### src/rtl/if_fetch_unit_pkg.sv
// if_fetch_unit_pkg: shared constants, fetch states and helpers for the IF fetch engine.
package if_fetch_unit_pkg;
   localparam logic [31:0] ZERO_WORD  = 32'h0000_0000;
   localparam logic [31:0] ADEL_FINAL = 32'h0000_0004;
   localparam logic        STOP       = 1'b1;
   localparam logic        NO_STOP    = 1'b0;

   typedef enum logic [1:0] {
      IF_REQ  = 2'd0,
      IF_WAIT = 2'd1,
      IF_HOLD = 2'd2
   } if_state_e;

   function automatic logic [31:0] word_addr(input logic [31:0] pc);
      return {pc[31:2], 2'b00};
   endfunction
endpackage

### src/rtl/if_fetch_unit.sv
// if_fetch_unit: IF-stage fetch engine with one outstanding SRAM-style fetch, delay slots and flush redirect.
// Define IF_ADEL_CHECK_EN to turn misaligned fetch PCs into an AdEL delivery instead of a bus request.
module if_fetch_unit
   import if_fetch_unit_pkg::*;
#(
   parameter logic [31:0] RESET_PC = 32'hBFC0_0000
) (
   input  logic        clk,
   input  logic        rst,
   input  logic [5:0]  stall,
   input  logic        flush,
   input  logic [31:0] new_pc,
   input  logic        branch_flag_i,
   input  logic [31:0] branch_target_i,
   output logic        stallreq_from_if,
   output logic        inst_req,
   output logic [31:0] inst_addr,
   input  logic        inst_addr_ok,
   input  logic        inst_data_ok,
   input  logic [31:0] inst_rdata,
   output logic [31:0] pc_o,
   output logic [31:0] inst_o,
   output logic        inst_valid_o,
   output logic [31:0] excepttype_o
);
   if_state_e   state, state_n;
   logic [31:0] fetch_pc, pc_n, redir_pc, redir_n, br_tgt, br_tgt_n, inst_buf, buf_n, next_pc;
   logic        discard, discard_n, br_pend, br_pend_n;
   logic        mis, mis_req, accepted, data_ret, br_now, consume, unused;

`ifdef IF_ADEL_CHECK_EN
   logic adel, adel_n;
   assign mis = |fetch_pc[1:0];
   assign adel_n = state == IF_HOLD ? adel : mis;
   assign excepttype_o = inst_valid_o && adel ? ADEL_FINAL : ZERO_WORD;
   always_ff @(posedge clk) adel <= rst ? 1'b0 : adel_n;
`else
   assign mis = 1'b0;
   assign excepttype_o = ZERO_WORD;
`endif

   assign mis_req = state == IF_REQ && mis;
   assign inst_req = !rst && state == IF_REQ && !mis;
   assign inst_addr = inst_req ? word_addr(fetch_pc) : ZERO_WORD;
   assign inst_valid_o = !rst && !flush && state == IF_HOLD;
   assign pc_o = inst_valid_o ? fetch_pc : ZERO_WORD;
   assign inst_o = inst_valid_o ? inst_buf : ZERO_WORD;
   assign stallreq_from_if = (!rst && !flush && state != IF_HOLD) ? STOP : NO_STOP;
   assign accepted = inst_req && inst_addr_ok;
   assign data_ret = state == IF_WAIT ? inst_data_ok : accepted && inst_data_ok;
   assign br_now = branch_flag_i && !stall[2];
   assign consume = state == IF_HOLD && !stall[1];
   // a branch resolving in the very cycle its delay slot is consumed is bypassed straight in
   assign next_pc = br_now ? branch_target_i : br_pend ? br_tgt : fetch_pc + 32'd4;
   assign unused = ^{stall[5:3], stall[0]};

   always_comb begin
      state_n = state;
      pc_n = fetch_pc;
      redir_n = flush ? new_pc : redir_pc;
      discard_n = discard;
      br_pend_n = !flush && !consume && (br_now || br_pend);
      br_tgt_n = br_now ? branch_target_i : br_tgt;
      buf_n = data_ret ? inst_rdata : inst_buf;
      if (data_ret) begin
         state_n = discard || flush ? IF_REQ : IF_HOLD;
         pc_n = flush ? new_pc : discard ? redir_pc : fetch_pc;
         discard_n = 1'b0;
      end else if (flush) begin
         state_n = state == IF_HOLD || mis_req ? IF_REQ : accepted ? IF_WAIT : state;
         pc_n = state == IF_HOLD || mis_req ? new_pc : fetch_pc;
         discard_n = !(state == IF_HOLD || mis_req);
      end else if (accepted) begin
         state_n = IF_WAIT;
      end else if (mis_req) begin
         state_n = IF_HOLD;
         buf_n = ZERO_WORD;
      end else if (consume) begin
         state_n = IF_REQ;
         pc_n = next_pc;
      end
   end

   always_ff @(posedge clk) begin
      if (rst) begin
         state <= IF_REQ;
         fetch_pc <= RESET_PC;
         redir_pc <= RESET_PC;
         br_tgt <= ZERO_WORD;
         inst_buf <= ZERO_WORD;
         discard <= 1'b0;
         br_pend <= 1'b0;
      end else begin
         state <= state_n;
         fetch_pc <= pc_n;
         redir_pc <= redir_n;
         br_tgt <= br_tgt_n;
         inst_buf <= buf_n;
         discard <= discard_n;
         br_pend <= br_pend_n;
      end
   end
endmodule

### config.mk
export PLATFORM = sky130hd
export DESIGN_NAME = if_fetch_unit
export DESIGN_NICKNAME = d
export VERILOG_FILES = /design/src/rtl/if_fetch_unit_pkg.sv /design/src/rtl/if_fetch_unit.sv
export SDC_FILE = /design/constraint.sdc
export NUM_CORES = 1
export LEC_CHECK = 0
export BUFFER_PORTS_ARGS = -buffer_cell sky130_fd_sc_hd__buf_2
export CORE_MARGIN = 8
export CORE_UTILIZATION = 56
export CTS_CLUSTER_DIAMETER = 200
export CTS_CLUSTER_SIZE = 40
export DETAILED_ROUTE_END_ITERATION = 8
export GPL_TIMING_DRIVEN = 0
export PLACE_DENSITY = 0.86
export SLEW_MARGIN = 25
export SYNTH_ARGS = -nofsm -noshare
export SYNTH_HDL_FRONTEND = slang
export SYNTH_SLANG_ARGS = --single-unit
### constraint.sdc
create_clock -name clk -period 6.05 [get_ports clk]
set_input_delay 0.3025 -clock clk [delete_from_list [all_inputs] [get_ports clk]]
set_output_delay 0.3025 -clock clk [all_outputs]
set_load 0.05 [all_outputs]
# After elaboration in Yosys (flattened, before gate mapping)
# Index checks and enable logic that the tools add are counted.
# totals
reg_bits	132
elab_cells	60
# classes
n_mux	21
eq_ne	7
n_reduce_logical	24
add_sub_neg	1
# ops
op	count
two-way mux 32 bit	12
adder 32 x 3 -> 32 bit, second input constant	1
two-way mux 2 bit	7
logical AND 1 bit	10
zero test 1 bit	6
!= test 4 x 1 -> 1 bit, second input constant	1
AND reduction 4 bit	1
nonzero test 4 bit	1
!= test 3 x 1 -> 1 bit, second input constant	1
!= test 3 x 2 -> 1 bit, second input constant	1
!= test 3 bit, second input constant	1
nonzero test 3 bit	1
== test 2 x 1 -> 1 bit, second input constant	1
== test 2 bit, second input constant	1
zero test 2 bit	1
logical OR 1 bit	2
two-way mux 1 bit	2
!= test 2 bit, second input constant	1
AND reduction 2 bit	1
OR reduction 2 bit	1

# Longest topological paths before layout
# Gate-level depths: netlist of run 1.
# depth
word_depth	7
mapped_depth	9

# Worst setup path before layout of run 1
# No wires, ideal clock.
# synth_timing
path_kind	input to output
startpoint	input port flush
endpoint	output port pc_o[9]
path_slack_ns	3.208
n_path_buf	4
stages	5
arrival_time_ns	2.540
cell_sequence	buf_2 buf_2 buf_2 buf_1 nor4_1
# synth_between
elab_chain_len	4
# synth_rtl
item	line	text
start, declared	if_fetch_unit.sv:11	input logic flush,
zero test 1 bit	if_fetch_unit.sv:45	assign inst_valid_o = !rst && !flush && state == IF_HOLD;
logical AND 1 bit (2 in a row)	if_fetch_unit.sv:45	
two-way mux 32 bit	if_fetch_unit.sv:46	assign pc_o = inst_valid_o ? fetch_pc : ZERO_WORD;
end, declared	if_fetch_unit.sv:21	output logic [31:0] pc_o,
# Every way passes these cells.

# Worst setup path in the final report of run 1
# layout_timing
startpoint	register state[1]
endpoint	output port inst_o[28]
# layout_between
elab_chain_len	3
# layout_rtl
item	line	text
start, declared	if_fetch_unit.sv:26	if_state_e state, state_n;
start signal, assigned	if_fetch_unit.sv:94	state <= state_n;
== test 2 bit	if_fetch_unit.sv:45	
logical AND 1 bit	if_fetch_unit.sv:45	
two-way mux 32 bit	if_fetch_unit.sv:47	assign inst_o = inst_valid_o ? inst_buf : ZERO_WORD;
end, declared	if_fetch_unit.sv:22	output logic [31:0] inst_o,
# Every way passes these cells.

==> results of run 1 <==
[area by class of cell]
type	count	area (µm²)
Multi-Input combinational cell	740	4170
Clock inverter	10	179
Sequential cell	132	2640
Fill cell	1062	3690
Tap cell	176	220
Buffer	116	716
Inverter	14	52.6
Clock buffer	21	460
Timing Repair Buffer	199	1000
[cell families (layout without fill, tap and decap cells)]
group / Yosys count / in the layout / share of synthesized area
AOI/OAI and AO/OA: 252 / 252 / 0.215
adders and majority gates: 1 / 1 / 0.00168
DFF: 132 / 132 / 0.355
other: 1 / 34 / 0.000503
xor gates and xnor gates: 13 / 13 / 0.0153
buffers and inverters: 130 / 360 / 0.103
muxes: 20 / 20 / 0.0269
and+or+nand+nor: 420 / 420 / 0.282
[final timing paths]
check	from	depth (start not counted)	endpoint
worst max register to register	fetch_pc[2]	7	fetch_pc[18]
worst min register to register	inst_buf[0]	2	inst_buf[0]
worst max-delay path	state[1]	7	inst_o[28]
worst min-delay path	new_pc[22]	3	redir_pc[22]
[through the flow]
| step | hold WS (ns) | utilization |
|---|---|---|
| final | 0.110 | 0.719 |
| after global routing | 0.114 | 0.719 |
| after CTS | 0.110 | 0.718 |
| after detailed placement | 0.442 | 0.670 |
| after global placement | 0.437 | 0.669 |
| after floorplan | 0.429 | - |
[cell usage after synthesis, drive strengths merged (6+ instances only)]
cell / count / area share
nand2: 167 / 0.085
dfxtp: 132 / 0.35
a21oi: 107 / 0.072
and2: 98 / 0.083
nor2: 59 / 0.030
buf: 58 / 0.052
clkbuf: 58 / 0.044
o21ai: 45 / 0.030
nor3: 28 / 0.019
mux2i: 20 / 0.027
nand3: 20 / 0.014
a211oi: 18 / 0.018
a221oi: 14 / 0.017
inv: 13 / 0.0066
o211ai: 12 / 0.013
and3: 9 / 0.0077
nand4: 9 / 0.0084
xnor2: 8 / 0.0094
a22oi: 7 / 0.0077
nor4: 7 / 0.0096
a2111oi: 6 / 0.0071
a311oi: 6 / 0.0071
nand2b: 6 / 0.0050
[sequential cells by signal (all words and copies together), names as in the netlist]
register / flops
br_tgt: 32
fetch_pc: 32
inst_buf: 32
redir_pc: 32
state: 2
br_pend: 1
discard: 1
[where the power goes]
part	switching (W)	leakage (nW)	internal, W
logic	0.000336	2.85	0.000167
registers	0.0000443	1.08	0.000925
clock network	0.000386	0.317	0.000748
total	0.000766	4.25	0.00184
[worst max-delay path: cells and delay by family (launching register included)]
| kind | cells | cell delay (ns) |
|---|---|---|
| and+or+nand+nor | 3 | 0.84 |
| DFF | 1 | 0.30 |
| buffers and inverters | 4 | 1.00 |
[routing by layer]
metal | global-route usage | share of wire | vias to the layer above
met5 | 0 | 0 | -
li1 | - | - | 3809
met1 | 0.342 | 0.36 | 3653
met2 | 0.475 | 0.44 | 607
met4 | 0.153 | 0.048 | 0
met3 | 0.132 | 0.15 | 107
==> qor.csv, run 1 <==
metric,value,unit
Non-Filler Instances,1408,
# rows,42,
final instance area,9440,µm²
hold violation count in the final report,0,
most frequent CP cell,buf_2,
fin crit period,2.88,ns
drt total wl,26900,µm
P&R area growth vs syn,26.8,%
Syn Area/Cell,7.69,µm²
Sink Count,132,
post-synthesis sequential area ratio,0.355,
flop2flop setup slack,3.47,ns
Die ar.,17200,µm²
Core Area,13100,µm²
setup TNS,0,ns
Critical Path RT,5.75,ns
Startpoint Class,flip-flop,
Slew HR,0.438,
Place WS,3.62,ns
crit-path cells,buf_2 > nand2b_1 > nor3_2 > buf_6 > clkbuf_1 > and2_1 > buf_2,
CP peak stage delay,0.52,ns
via-per-instance ratio,5.81,
ANT cells,0,
CTS Buffer Depth,2,
CTS buffer count,17,
"EDFF count, synth",0,
fmax,348,MHz
post_cts resized,0,
postcts setup bufs,0,
total power,0.00261,W
Worst VDD drop,0.249,mV
Cells after DPL,1377,
Netlist cell types,69,
maxcap violations,0,
"antenna viol nets, final",0,
crit path max fanout,10,
commonest register cell after synthesis,dfxtp_1,
final HPWL from detailed placement,19600,µm
DRC Markers,0,
largest net degree at the start of global routing,17,
hold crit path type,in -> reg,
GRT Total Usage,0.302,
crit path max-delay cell type,nor3_2,
critical path class,reg -> out,
post-synthesis cell count,969,
htree depth,4,
share of post-route cells with drive strength above 1,0.254,
fin. max-slew vios,0,
Starting Density,0.567,
Final #Nets,1329,
vias in the first global route,8104,
final worst slack,3.17,ns
chip width,131,µm
RSZ-0062 raised after global routing,false,
DR vias,8176,
drt pass-1 iters,6,
Chip Height,131,µm
status,"finished, final reports clean",
GRT Residual Overflow,0,
Clock Skews,0.00817,ns
Worst setup EP type,output port,
WL/cell,19.1,µm
period utilization,0.475,
"Arr. time, crit path",2.57,ns
Seq cells post-synth,132,
P_leak,4.25,nW
number of port buffers,198,
final-report setup violation count,0,
"most common cell after layout, fill and taps aside",buf_2,
synthesized area,7450,µm²
first-pass GRT wire length,42300,µm
CTS root buf,clkbuf_16,
Power per Cell Area,276,nW/µm²
CTS tree,done,
Worst-Margin Slew,0.843,ns
initial antenna violation count,0,
GP Congestion,0.998,
hold_buf cts,0,
synth warn,0,
"Async S/R FF share, synth",0,
"Clk Latency, worst-skew pair",0.43,ns
Placed Area,8800,µm²
"commonest non-fill, non-tap cells in the layout","211 x buf_2, 166 x nand2_1, 132 x dfxtp_1",
I/O pins,239,
1st-iter DRT viols,945,
CTS clock-pin slew for the worst setup and hold paths,0.06,ns
Power figures use the tool's default switching activity.
==> run 2: changes to the inputs <==
--- a/config.mk
+++ b/config.mk
@@ -7,12 +7,12 @@
 export LEC_CHECK = 0
 export BUFFER_PORTS_ARGS = -buffer_cell sky130_fd_sc_hd__buf_2
 export CORE_MARGIN = 8
-export CORE_UTILIZATION = 56
+export CORE_UTILIZATION = 52
 export CTS_CLUSTER_DIAMETER = 200
 export CTS_CLUSTER_SIZE = 40
 export DETAILED_ROUTE_END_ITERATION = 8
 export GPL_TIMING_DRIVEN = 0
-export PLACE_DENSITY = 0.86
+export PLACE_DENSITY = 0.8
 export SLEW_MARGIN = 25
 export SYNTH_ARGS = -nofsm -noshare
 export SYNTH_HDL_FRONTEND = slang
==> constraint.sdc (replaced) <==
create_clock -name clk -period 2.7 [get_ports clk]
set_input_delay 0.135 -clock clk [delete_from_list [all_inputs] [get_ports clk]]
set_output_delay 0.135 -clock clk [all_outputs]
set_load 0.05 [all_outputs]
==> qor.csv, run 2 (same netlist as run 1, synthesis figures left out) <==
metric,value,unit,change
status,"finished, final reports clean",,
Sw Ratio,0.305,,+0.0113
Clock Skews,0.00838,ns,+0.000212 ns
fin. max-slew vios,0,,unchanged
P_leak,4.51,nW,+6.1%
"Clk Latency, worst-skew pair",0.42,ns,about the same
final-report setup violation count,0,,unchanged
final core utilization,0.724,,+0.00486
Worst setup EP type,flip-flop,,
"Arr. time, crit path",2.90,ns,+0.33 ns
P&R area growth vs syn,35.4,%,
Non-Filler Instances,1481,,+5.2%
Startpoint Class,flip-flop,,
fmax,380,MHz,
"antenna viol nets, final",0,,unchanged
period utilization,0.976,,
Critical Path RT,2.96,ns,-2.79 ns
GRT Total Usage,0.310,,+0.00860
CTS Buffer Depth,2,,unchanged
Hold WS,0.00362,ns,-0.107 ns
initial antenna violation count,0,,unchanged
internal power,0.00392,W,+110%
final worst slack,0.0659,ns,-3.11 ns
share of post-route cells with drive strength above 1,0.239,,-0.0148
Place WS,0.106,ns,-3.51 ns
Logic pwr share,0.217,,+0.024
hold violation count in the final report,0,,unchanged
GRT Residual Overflow,0,,unchanged
Clock Power Share,0.398,,-0.037
Top Usage Layer GRT,met2,,
largest net degree at the start of global routing,17,,unchanged
# rows,43,,+2.4%
Critical Path End,fetch_pc[12],,
drt pass-1 iters,6,,unchanged
"commonest non-fill, non-tap cells in the layout","211 x buf_2, 166 x nand2_1, 132 x dfxtp_1",,
CTS clock-pin slew for the worst setup and hold paths,0.06,ns,about the same
CTS buffer count,17,,unchanged
final HPWL from detailed placement,20200,µm,+2.9%
1st-iter DRT viols,986,,+4.3%
I/O pins,239,,unchanged
CTS tree,done,,
"most common cell after layout, fill and taps aside",buf_2,,
CTS root buf,clkbuf_16,,
Flop pwr share,0.385,,+0.013
flop2flop setup slack,0.07,ns,-3.40 ns
via-per-instance ratio,5.77,,-0.60%
Setup crit start,state[0],,
Worst-Margin Slew,0.883,ns,+0.0397 ns
Slew HR,0.411,,-0.0265
total power,0.00565,W,+120%
hold crit path type,in -> reg,,
number of port buffers,198,,unchanged
drt total wl,29600,µm,+10%
Starting Density,0.535,,-0.0324
Chip Height,136,µm,+3.3%
first-pass GRT wire length,44600,µm,+5.3%
critical path class,reg -> reg,,
Sink Count,132,,unchanged
vias in the first global route,8308,,+2.5%
storage element area,2640,µm²,unchanged
RR Startpoint,state[0],,
Multi-input gate area,4180,µm²,+0.18%
Fill cells,1125,,+5.9%
GP Congestion,0.955,,-4.3%
WL/cell,20.0,µm,+4.7%
DRC Markers,0,,unchanged
chip width,136,µm,+3.3%
met2 usage,0.512,,+0.0366
htree depth,4,,unchanged
WHS Path Cells,3,,unchanged
DR vias,8548,,+4.5%
RR Endpoint,fetch_pc[12],,
fin crit period,2.63,ns,
Final #Nets,1400,,+5.3%
met3 Use GR,0.0942,,-0.0376
reported net switching power,0.00172,W,+120%
Core Area,13900,µm²,+6.1%
maxcap violations,0,,unchanged
Cells after DPL,1381,,+0.29%
Die ar.,18400,µm²,+6.7%
met1 Resource Use GR,0.358,,+0.0159
reg2reg path depth,7,,unchanged
Power per Cell Area,560,nW/µm²,+100%
Worst VDD drop,0.433,mV,+74%
crit path max fanout,10,,unchanged
-- run 2: cell types whose count changed in the layout (fill, tap and decap cells not counted), sizes merged, moves of 2 or more --
cell	change
clkinv	-3
bufinv	-3
clkbuf	+2
dlygate4sd3	+70
-- run 2: cell type report --
type,instances,share of cell area
antenna,1,0.000248
buffer,116,0.0711
clock buffer,23,0.0474
clock inverter,5,0.00769
inverter,14,0.00521
multi-input combinational,740,0.414
sequential,132,0.262
tap,180,0.0223
timing repair buffer,270,0.170
-- run 2: power by group through the flow --
| stage | Combinational (W) | Sequential [W] | Clock [W] |
|---|---|---|---|
| finish | 0.00123 | 0.00217 | 0.00224 |
| global route | 0.00130 | 0.00218 | 0.00232 |
| CTS | 0.00118 | 0.00217 | 0.00224 |
| detailed placement | 0.00110 | 0.00221 | 0 |
| global placement | 0.00109 | 0.00220 | 0 |
| floorplan | 0.000791 | 0.00218 | 0 |
-- run 2: worst min-delay path by stage --
stage	start	endpoint	slack [ns]
after global routing	branch_target_i[24]	br_tgt[24]	0.004
after detailed placement	new_pc[23]	redir_pc[23]	0.38
after global placement	new_pc[29]	redir_pc[29]	0.37
after floorplan	new_pc[22]	redir_pc[22]	0.26
after CTS	new_pc[12]	redir_pc[12]	0.0008
final	new_pc[16]	redir_pc[16]	0.004
-- run 2: metal layers --
| layer | vias up | routed length (µm) |
|---|---|---|
| li1 | 3947 | - |
| met1 | 3891 | 10900 |
| met2 | 613 | 13600 |
| met3 | 97 | 3910 |
| met4 | 0 | 1180 |
| met5 | - | 0 |
-- run 2: critical path: stages, from the launching register on --
cell	delay [ns]
dfxtp_1	0.31
clkbuf_1	0.35
inv_1	0.14
a21oi_2	0.41
a211o_1	0.22
o211ai_1	0.22
a2111oi_1	0.67
a211oi_1	0.15
-- run 2: stage by stage --
stage / TNS, ns / area [µm²]
floorplan: 0 / 7570
global placement: -8.07 / 8790
detailed placement: 0 / 8800
CTS: 0 / 10100
global route: -0.0375 / 10100
finish: 0 / 10100
-- run 2: repair_timing --
| item | 4_1_cts | 5_1_grt |
|---|---|---|
| endpoints found under the hold margin | 70 | 0 |
| endpoints found under the setup margin | 0 | 71 |
| setup buffers | 0 | 1 |
| hold buffers | 70 | 0 |
| resized for setup | 0 | 5 |
